[config.mk]
export PLATFORM = sky130hd
export DESIGN_NAME = sos_lookahead
export DESIGN_NICKNAME = d
export VERILOG_FILES = /design/src/rtl/sos_lookahead.sv
export SDC_FILE = /design/constraint.sdc
export NUM_CORES = 1
export LEC_CHECK = 0
export CAP_MARGIN = 0
export CORE_MARGIN = 3
export CORE_UTILIZATION = 30
export CTS_BUF_LIST = sky130_fd_sc_hd__clkbuf_8
export DETAILED_ROUTE_END_ITERATION = 10
export GPL_TIMING_DRIVEN = 0
export PLACE_DENSITY = 0.52
export SKIP_LAST_GASP = 1
export SYNTH_ARGS = -nofsm -noshare
export SYNTH_HDL_FRONTEND = slang
export SYNTH_SLANG_ARGS = --single-unit
[constraint.sdc]
create_clock -name clk_r_local -period 1.7 [get_ports clk_r_local]
set_input_delay 0.34 -clock clk_r_local [delete_from_list [all_inputs] [get_ports clk_r_local]]
set_output_delay 0.34 -clock clk_r_local [all_outputs]
set_load 0.01 [all_outputs]
[src/rtl/sos_lookahead.sv]
// ============================================================================
// sos_lookahead : per-lane EB pre-decoder with 1-cycle COM/SOS look-ahead,
//                 COM window counter and SKP Ordered Set framing checker.
// Revision 1.0
// ============================================================================
`default_nettype none

module sos_lookahead #(
  parameter int SKP_MAX    = 5,
  parameter int LOCK_COUNT = 4
) (
  input  logic       clk_r_local,
  input  logic       rstn,
  input  logic [7:0] eb_data,
  input  logic       eb_is_k,
  input  logic       lock_clear,
  output logic [7:0] w_data,
  output logic       com_ahead,
  output logic       SOS_ahead,
  output logic [2:0] window_cnt,
  output logic       sos_err,
  output logic [2:0] skp_len
);

  localparam logic [7:0] COM_SYM   = 8'hBC;
  localparam logic [7:0] SKP_SYM   = 8'h1C;
  localparam logic [2:0] WIN_SAT   = 3'(LOCK_COUNT);
  localparam logic [3:0] SKP_LIMIT = 4'(SKP_MAX);

  typedef enum logic {
    ST_IDLE = 1'b0,
    ST_RUN  = 1'b1
  } state_t;

  logic [7:0] s0_data;
  logic       s0_k;
  logic       skp_out;
  logic       s0_is_com;
  logic       s0_is_skp;
  logic       eb_is_skp;

  state_t     state, state_nxt;
  logic [2:0] skp_cnt, skp_cnt_nxt;
  logic [2:0] skp_len_nxt;
  logic [3:0] skp_inc;

  assign s0_is_com = (s0_data == COM_SYM) && s0_k;
  assign s0_is_skp = (s0_data == SKP_SYM) && s0_k;
  assign eb_is_skp = (eb_data == SKP_SYM) && eb_is_k;

  // SOS_ahead peeks at the symbol entering s0 so it lines up with its COM.
  always_ff @(posedge clk_r_local or negedge rstn) begin
    if (!rstn) begin
      s0_data   <= 8'h00;
      s0_k      <= 1'b0;
      w_data    <= 8'h00;
      com_ahead <= 1'b0;
      SOS_ahead <= 1'b0;
      skp_out   <= 1'b0;
    end else begin
      s0_data   <= eb_data;
      s0_k      <= eb_is_k;
      w_data    <= s0_data;
      com_ahead <= s0_is_com;
      SOS_ahead <= s0_is_com && eb_is_skp;
      skp_out   <= s0_is_skp;
    end
  end

  always_ff @(posedge clk_r_local or negedge rstn) begin
    if (!rstn) begin
      window_cnt <= 3'd0;
    end else if (lock_clear) begin
      window_cnt <= 3'd0;
    end else if (com_ahead && (window_cnt < WIN_SAT)) begin
      window_cnt <= window_cnt + 3'd1;
    end
  end

  always_ff @(posedge clk_r_local or negedge rstn) begin
    if (!rstn) begin
      state   <= ST_IDLE;
      skp_cnt <= 3'd0;
      skp_len <= 3'd0;
    end else begin
      state   <= state_nxt;
      skp_cnt <= skp_cnt_nxt;
      skp_len <= skp_len_nxt;
    end
  end

  assign skp_inc = {1'b0, skp_cnt} + 4'd1;

  // sos_err is flagged while the offending SKP itself sits on w_data.
  always_comb begin
    state_nxt   = state;
    skp_cnt_nxt = skp_cnt;
    skp_len_nxt = skp_len;
    sos_err     = 1'b0;
    case (state)
      ST_IDLE: begin
        if (SOS_ahead) begin
          state_nxt   = ST_RUN;
          skp_cnt_nxt = 3'd0;
        end else if (skp_out) begin
          sos_err = 1'b1;
        end
      end
      ST_RUN: begin
        if (skp_out) begin
          if (skp_inc > SKP_LIMIT) begin
            sos_err     = 1'b1;
            state_nxt   = ST_IDLE;
            skp_cnt_nxt = 3'd0;
          end else begin
            skp_cnt_nxt = skp_inc[2:0];
          end
        end else begin
          skp_len_nxt = skp_cnt;
          skp_cnt_nxt = 3'd0;
          state_nxt   = SOS_ahead ? ST_RUN : ST_IDLE;
        end
      end
      default: begin
        state_nxt   = ST_IDLE;
        skp_cnt_nxt = 3'd0;
      end
    endcase
    if (lock_clear) begin
      state_nxt   = ST_IDLE;
      skp_cnt_nxt = 3'd0;
    end
  end

endmodule

`default_nettype wire

### Word-level counts from Yosys, hierarchy flattened

Index checks and enable logic that the tools add are counted.

| operators by class | value |
|---|---|
| $add $sub $neg | 2 |
| multipliers | 0 |
| div/mod/pow operators | 0 |
| order comparisons | 2 |
| equality and inequality tests | 4 |
| shifts and indexed selects | 0 |
| multiplexer cells | 17 |
| bitwise gates (word level) | 2 |
| reductions and logical operators | 7 |

Operators with widths:

| kind | number |
|---|---|
| 2-to-1 mux 3 bit | 6 |
| equality test 8 x 5 -> 1 bit, second input constant | 2 |
| equality test 8 bit, second input constant | 1 |
| 2-to-1 mux 1 bit | 8 |
| case mux 3 bit (2 select lines) | 1 |
| logical AND 1 bit | 5 |
| adder 3 x 1 -> 4 bit, second input constant | 1 |
| > comparator 4 x 3 -> 1 bit, second input constant | 1 |
| case mux 1 bit (2 select lines) | 2 |
| adder 3 x 1 -> 3 bit, second input constant | 1 |
| < comparator 3 bit, second input constant | 1 |
| inequality test 3 bit, second input constant | 1 |
| inverter 1 bit | 2 |
| AND reduction 2 bit | 1 |
| nonzero test 2 bit | 1 |

| storage, ports and cells | value |
|---|---|
| register bits | 30 |
| bits in latches | 0 |
| bits in writable memories | 0 |
| ROM bits | 0 |
| bits of input ports | 12 |
| output and inout port bits | 17 |
| logic and storage cells | 44 |
| memories kept | 0 |

### Longest topological paths before layout

| depth | value |
|---|---|
| depth after elaboration | 6 |
| mapped depth | 5 |
| depth with buffers taken out | 5 |

### Worst setup path before layout

OpenSTA, ideal clock, no wires.

| timing | value |
|---|---|
| path kind | flip-flop to output port |
| start point | reg skp_cnt[0] |
| end point | out sos_err |
| data arrival time | 1.164 ns |
| data required time | 1.360 ns |
| path slack | 0.196 ns |
| stages on the path, launching flop included | 6 |
| path buffers | 0 |
| cell sequence | dfrtp_1 inv_1 ha_1 nor2_1 a21oi_1 a21oi_1 |

| between the ends | value |
|---|---|
| word-level cells in the longest chain between the ends | 5 |

Ends and longest elaborated chain:

| what | line | text |
|---|---|---|
| start: declaration | 43 | `logic [2:0] skp_cnt, skp_cnt_nxt;` |
| start signal: assignment | 87 | `skp_cnt <= skp_cnt_nxt;` |
| adder 3 x 1 -> 4 bit | 92 | `assign skp_inc = {1'b0, skp_cnt} + 4'd1;` |
| > comparator 4 x 3 -> 1 bit | 111 | `if (skp_inc > SKP_LIMIT) begin` |
| 2-to-1 mux 1 bit | 111 |  |
| 2-to-1 mux 1 bit | 110 | `if (skp_out) begin` |
| case mux 1 bit (2 select lines) | 100 | `case (state)` |
| end: declaration | 21 | `output logic sos_err,` |

No other way between the ends.

### Worst setup path after layout

Same ends and word-level chain as after synthesis.

==> metrics.cfg <==
[outcome]
status=complete, but fails checks
violations=setup timing

[sta]
final-max-slew-violation-count=0
skew_ns=0.00664
setup_viol=1
fin_setup_tns_ns=-0.0418
hold_viol=0
slew_headroom_pct=57.1
min_period_over_period_pct=102
worst_slew_pin_slew_ns=0.643
period_needed_ns=1.74
worst_hold_slack_ns=0.0866
max_freq_mhz=574
rsz0062_at_grt=true
fin_ws_ns=-0.0418

[global_route]
grt_max_degree=31
grt_usage_pct=10.6
overflow=0
grt_pass1_wl_um=3280
antenna_found_initial=0
grt_pass1_vias=748

[worst_setup_path]
timing.rr.start=skp_cnt[0]$_DFFE_PN0P_
required_ns=1.36
path_max_fanout=5
ff2ff_path_depth=5
r2r_setup_slack_ns=0.21
cp.arrival_ns=1.40
reg2reg_to=skp_cnt[2]$_DFFE_PN0P_
cp-start-kind=register
end_kind=primary output
path_class=register to primary output

[yosys]
syn-num-nets=94
syn_avg_cell_area_um2=13.9
synth-seq-cells=30
synth_cell_type_count=24
synth-seq-area-share_pct=69.4
synth_cells=78
syn_area_um2=1080
synth_warnings=0

[floorplanning]
fp.dieW_um=66.1
die_area_um2=4360
core_area_um2=3420
ioPinCount=29
fp.dieH_um=66.1
start_util_pct=31.7
std_cell_rows=21

[placed_design]
portBuffers=28
gp_congestion=0.674
place_ws_ns=-0.371
dp.cells=152
dp_hpwl_um=1450

[drt]
wl_um=1990
ant_nets=0
drt-vias-per-instance=4.55
remaining_drc_errors=0
drt_iter0_markers=19
firstDrtPassIters=3
drt-wirelength-per-cell_um=12.3
vias=737

[pwr]
internal_power_mw=1.10
ir_drop_mv=0.504
clock_power_share_pct=41.8
p_seq_share_pct=53.0
p_sw_uw=302
combinationalPowerShare_pct=5.1
powerDensity_nw_per_um2=904
finalPower_mw=1.40
p_leak_nw=0.665
switching_share_pct=21.5

[final_layout]
syn_to_final_growth_pct=43.4
final_common_cell=dfrtp_1
nNetsFinal=131
layout_common_cells=28 x dfrtp_1, 26 x clkdlybuf4s50_1, 6 x clkbuf_8, 5 x nand2_1, 5 x nor2_1
num_antenna_cells=0
drive_gt1_share_pct=21.6
final_cells=162

[cts]
clkSlewWorstSetupHoldPaths_ns=0.07
numCtsBuffers=5
cts_tree=done
root_buffer=clkbuf_8
htree_levels=2
clockBufferDepth=2
clock_latency_ns=0.28
cts.sinks=30

[job]
maxCapViolations=0

[hold_path]
min_path_type=input pin to async pin

==> worst max-delay path, cell delays in order (launching register included) <==
cell     delay [ns]
dfrtp_2        0.46
ha_4           0.19
xor2_2         0.15
a21oi_2        0.07
a21oi_1        0.11
buf_2          0.14
==> synth_stat cells, drive strengths merged <==
cell type	n	area [um2]
nor4	1	6.26
and4b	1	10.0
nand3	1	5.00
nand2	5	18.8
nor3	2	10.0
a221o	1	10.0
a21oi	4	20.0
nor4b	2	17.5
inv	3	11.3
ha	4	50.1
nor2	6	22.5
a22o	1	8.76
a211oi	1	12.5
nand2b	1	6.26
and3	1	6.26
xor2	1	16.3
nand3b	3	22.5
mux2i	1	10.0
mux2	2	22.5
xnor2	1	8.76
nor2b	2	12.5
a211o	1	8.76
dfrtp	30	751
o21ai	3	15.0
==> metrics by stage <==
| step | utilization (%) | instance area (um2) |
|---|---|---|
| global placement | 41.6 | 1420 |
| finish | 45.4 | 1550 |
| CTS | 45.0 | 1540 |
| floorplan | - | 1080 |
| global route | 45.4 | 1550 |
| detailed placement | 41.6 | 1420 |
==> cell families after synthesis <==
logic type | count (synthesis) | share of synthesized area [%]
AOI/OAI and AO/OA | 11 | 6.94
xor gates and xnor gates | 2 | 2.31
buffers and inverters | 3 | 1.04
and+or+nand+nor | 25 | 12.7
adders and majority gates | 4 | 4.62
DFF | 30 | 69.4
muxes | 3 | 3.01
==> layer usage <==
metal | wire length [um] | global-route usage (%)
met1 | 787 | 10.7
met5 | 0 | 0
met2 | 1040 | 17.9
met4 | 36 | 6.09
met3 | 127 | 4.59
==> power groups by stage <==
stage / clock, mW / sequential [mW] / combinational [mW]
2_1_floorplan: 0 / 0.760 / 0.00605
3_3_place_gp: 0 / 0.757 / 0.0749
3_5_place_dp: 0 / 0.757 / 0.0756
4_1_cts: 0.607 / 0.744 / 0.0759
5_1_grt: 0.641 / 0.745 / 0.0791
6_report: 0.587 / 0.744 / 0.0720
==> layout make-up <==
| class | instances | area, um2 |
|---|---|---|
| Tap cell | 46 | 57.6 |
| Inverter | 3 | 11.3 |
| Clock inverter | 2 | 12.5 |
| Clock buffer | 6 | 82.6 |
| Multi-Input combinational cell | 45 | 349 |
| Fill cell | 339 | 1860 |
| Sequential cell | 30 | 753 |
| Timing Repair Buffer | 30 | 285 |
==> sequential cells by signal, summed over array words and instances (netlist names) <==
signal / cells
skp_out: 1
SOS_ahead: 1
w_data: 8
state: 1
skp_len: 3
com_ahead: 1
skp_cnt: 3
s0_k: 1
window_cnt: 3
s0_data: 8
==> repair_timing <==
action,CTS,global route
setup endpoints to repair,1,1
hold buffers,0,0
resized for setup,8,7
buffers inserted,2,0
pin swaps,3,0
==> worst max path at each step <==
stage,startpoint,slack [ns],depth (start not counted),end
after floorplan,skp_cnt[0]$_DFFE_PN0P_,0.20,5,sos_err
after global placement,skp_cnt[0]$_DFFE_PN0P_,-0.39,6,sos_err
after detailed placement,skp_cnt[0]$_DFFE_PN0P_,-0.37,6,sos_err
after CTS,skp_cnt[0]$_DFFE_PN0P_,-0.08,5,sos_err
after global routing,skp_cnt[0]$_DFFE_PN0P_,-0.13,6,sos_err
final,skp_cnt[0]$_DFFE_PN0P_,-0.04,5,sos_err
Power figures use the tool's default switching activity.
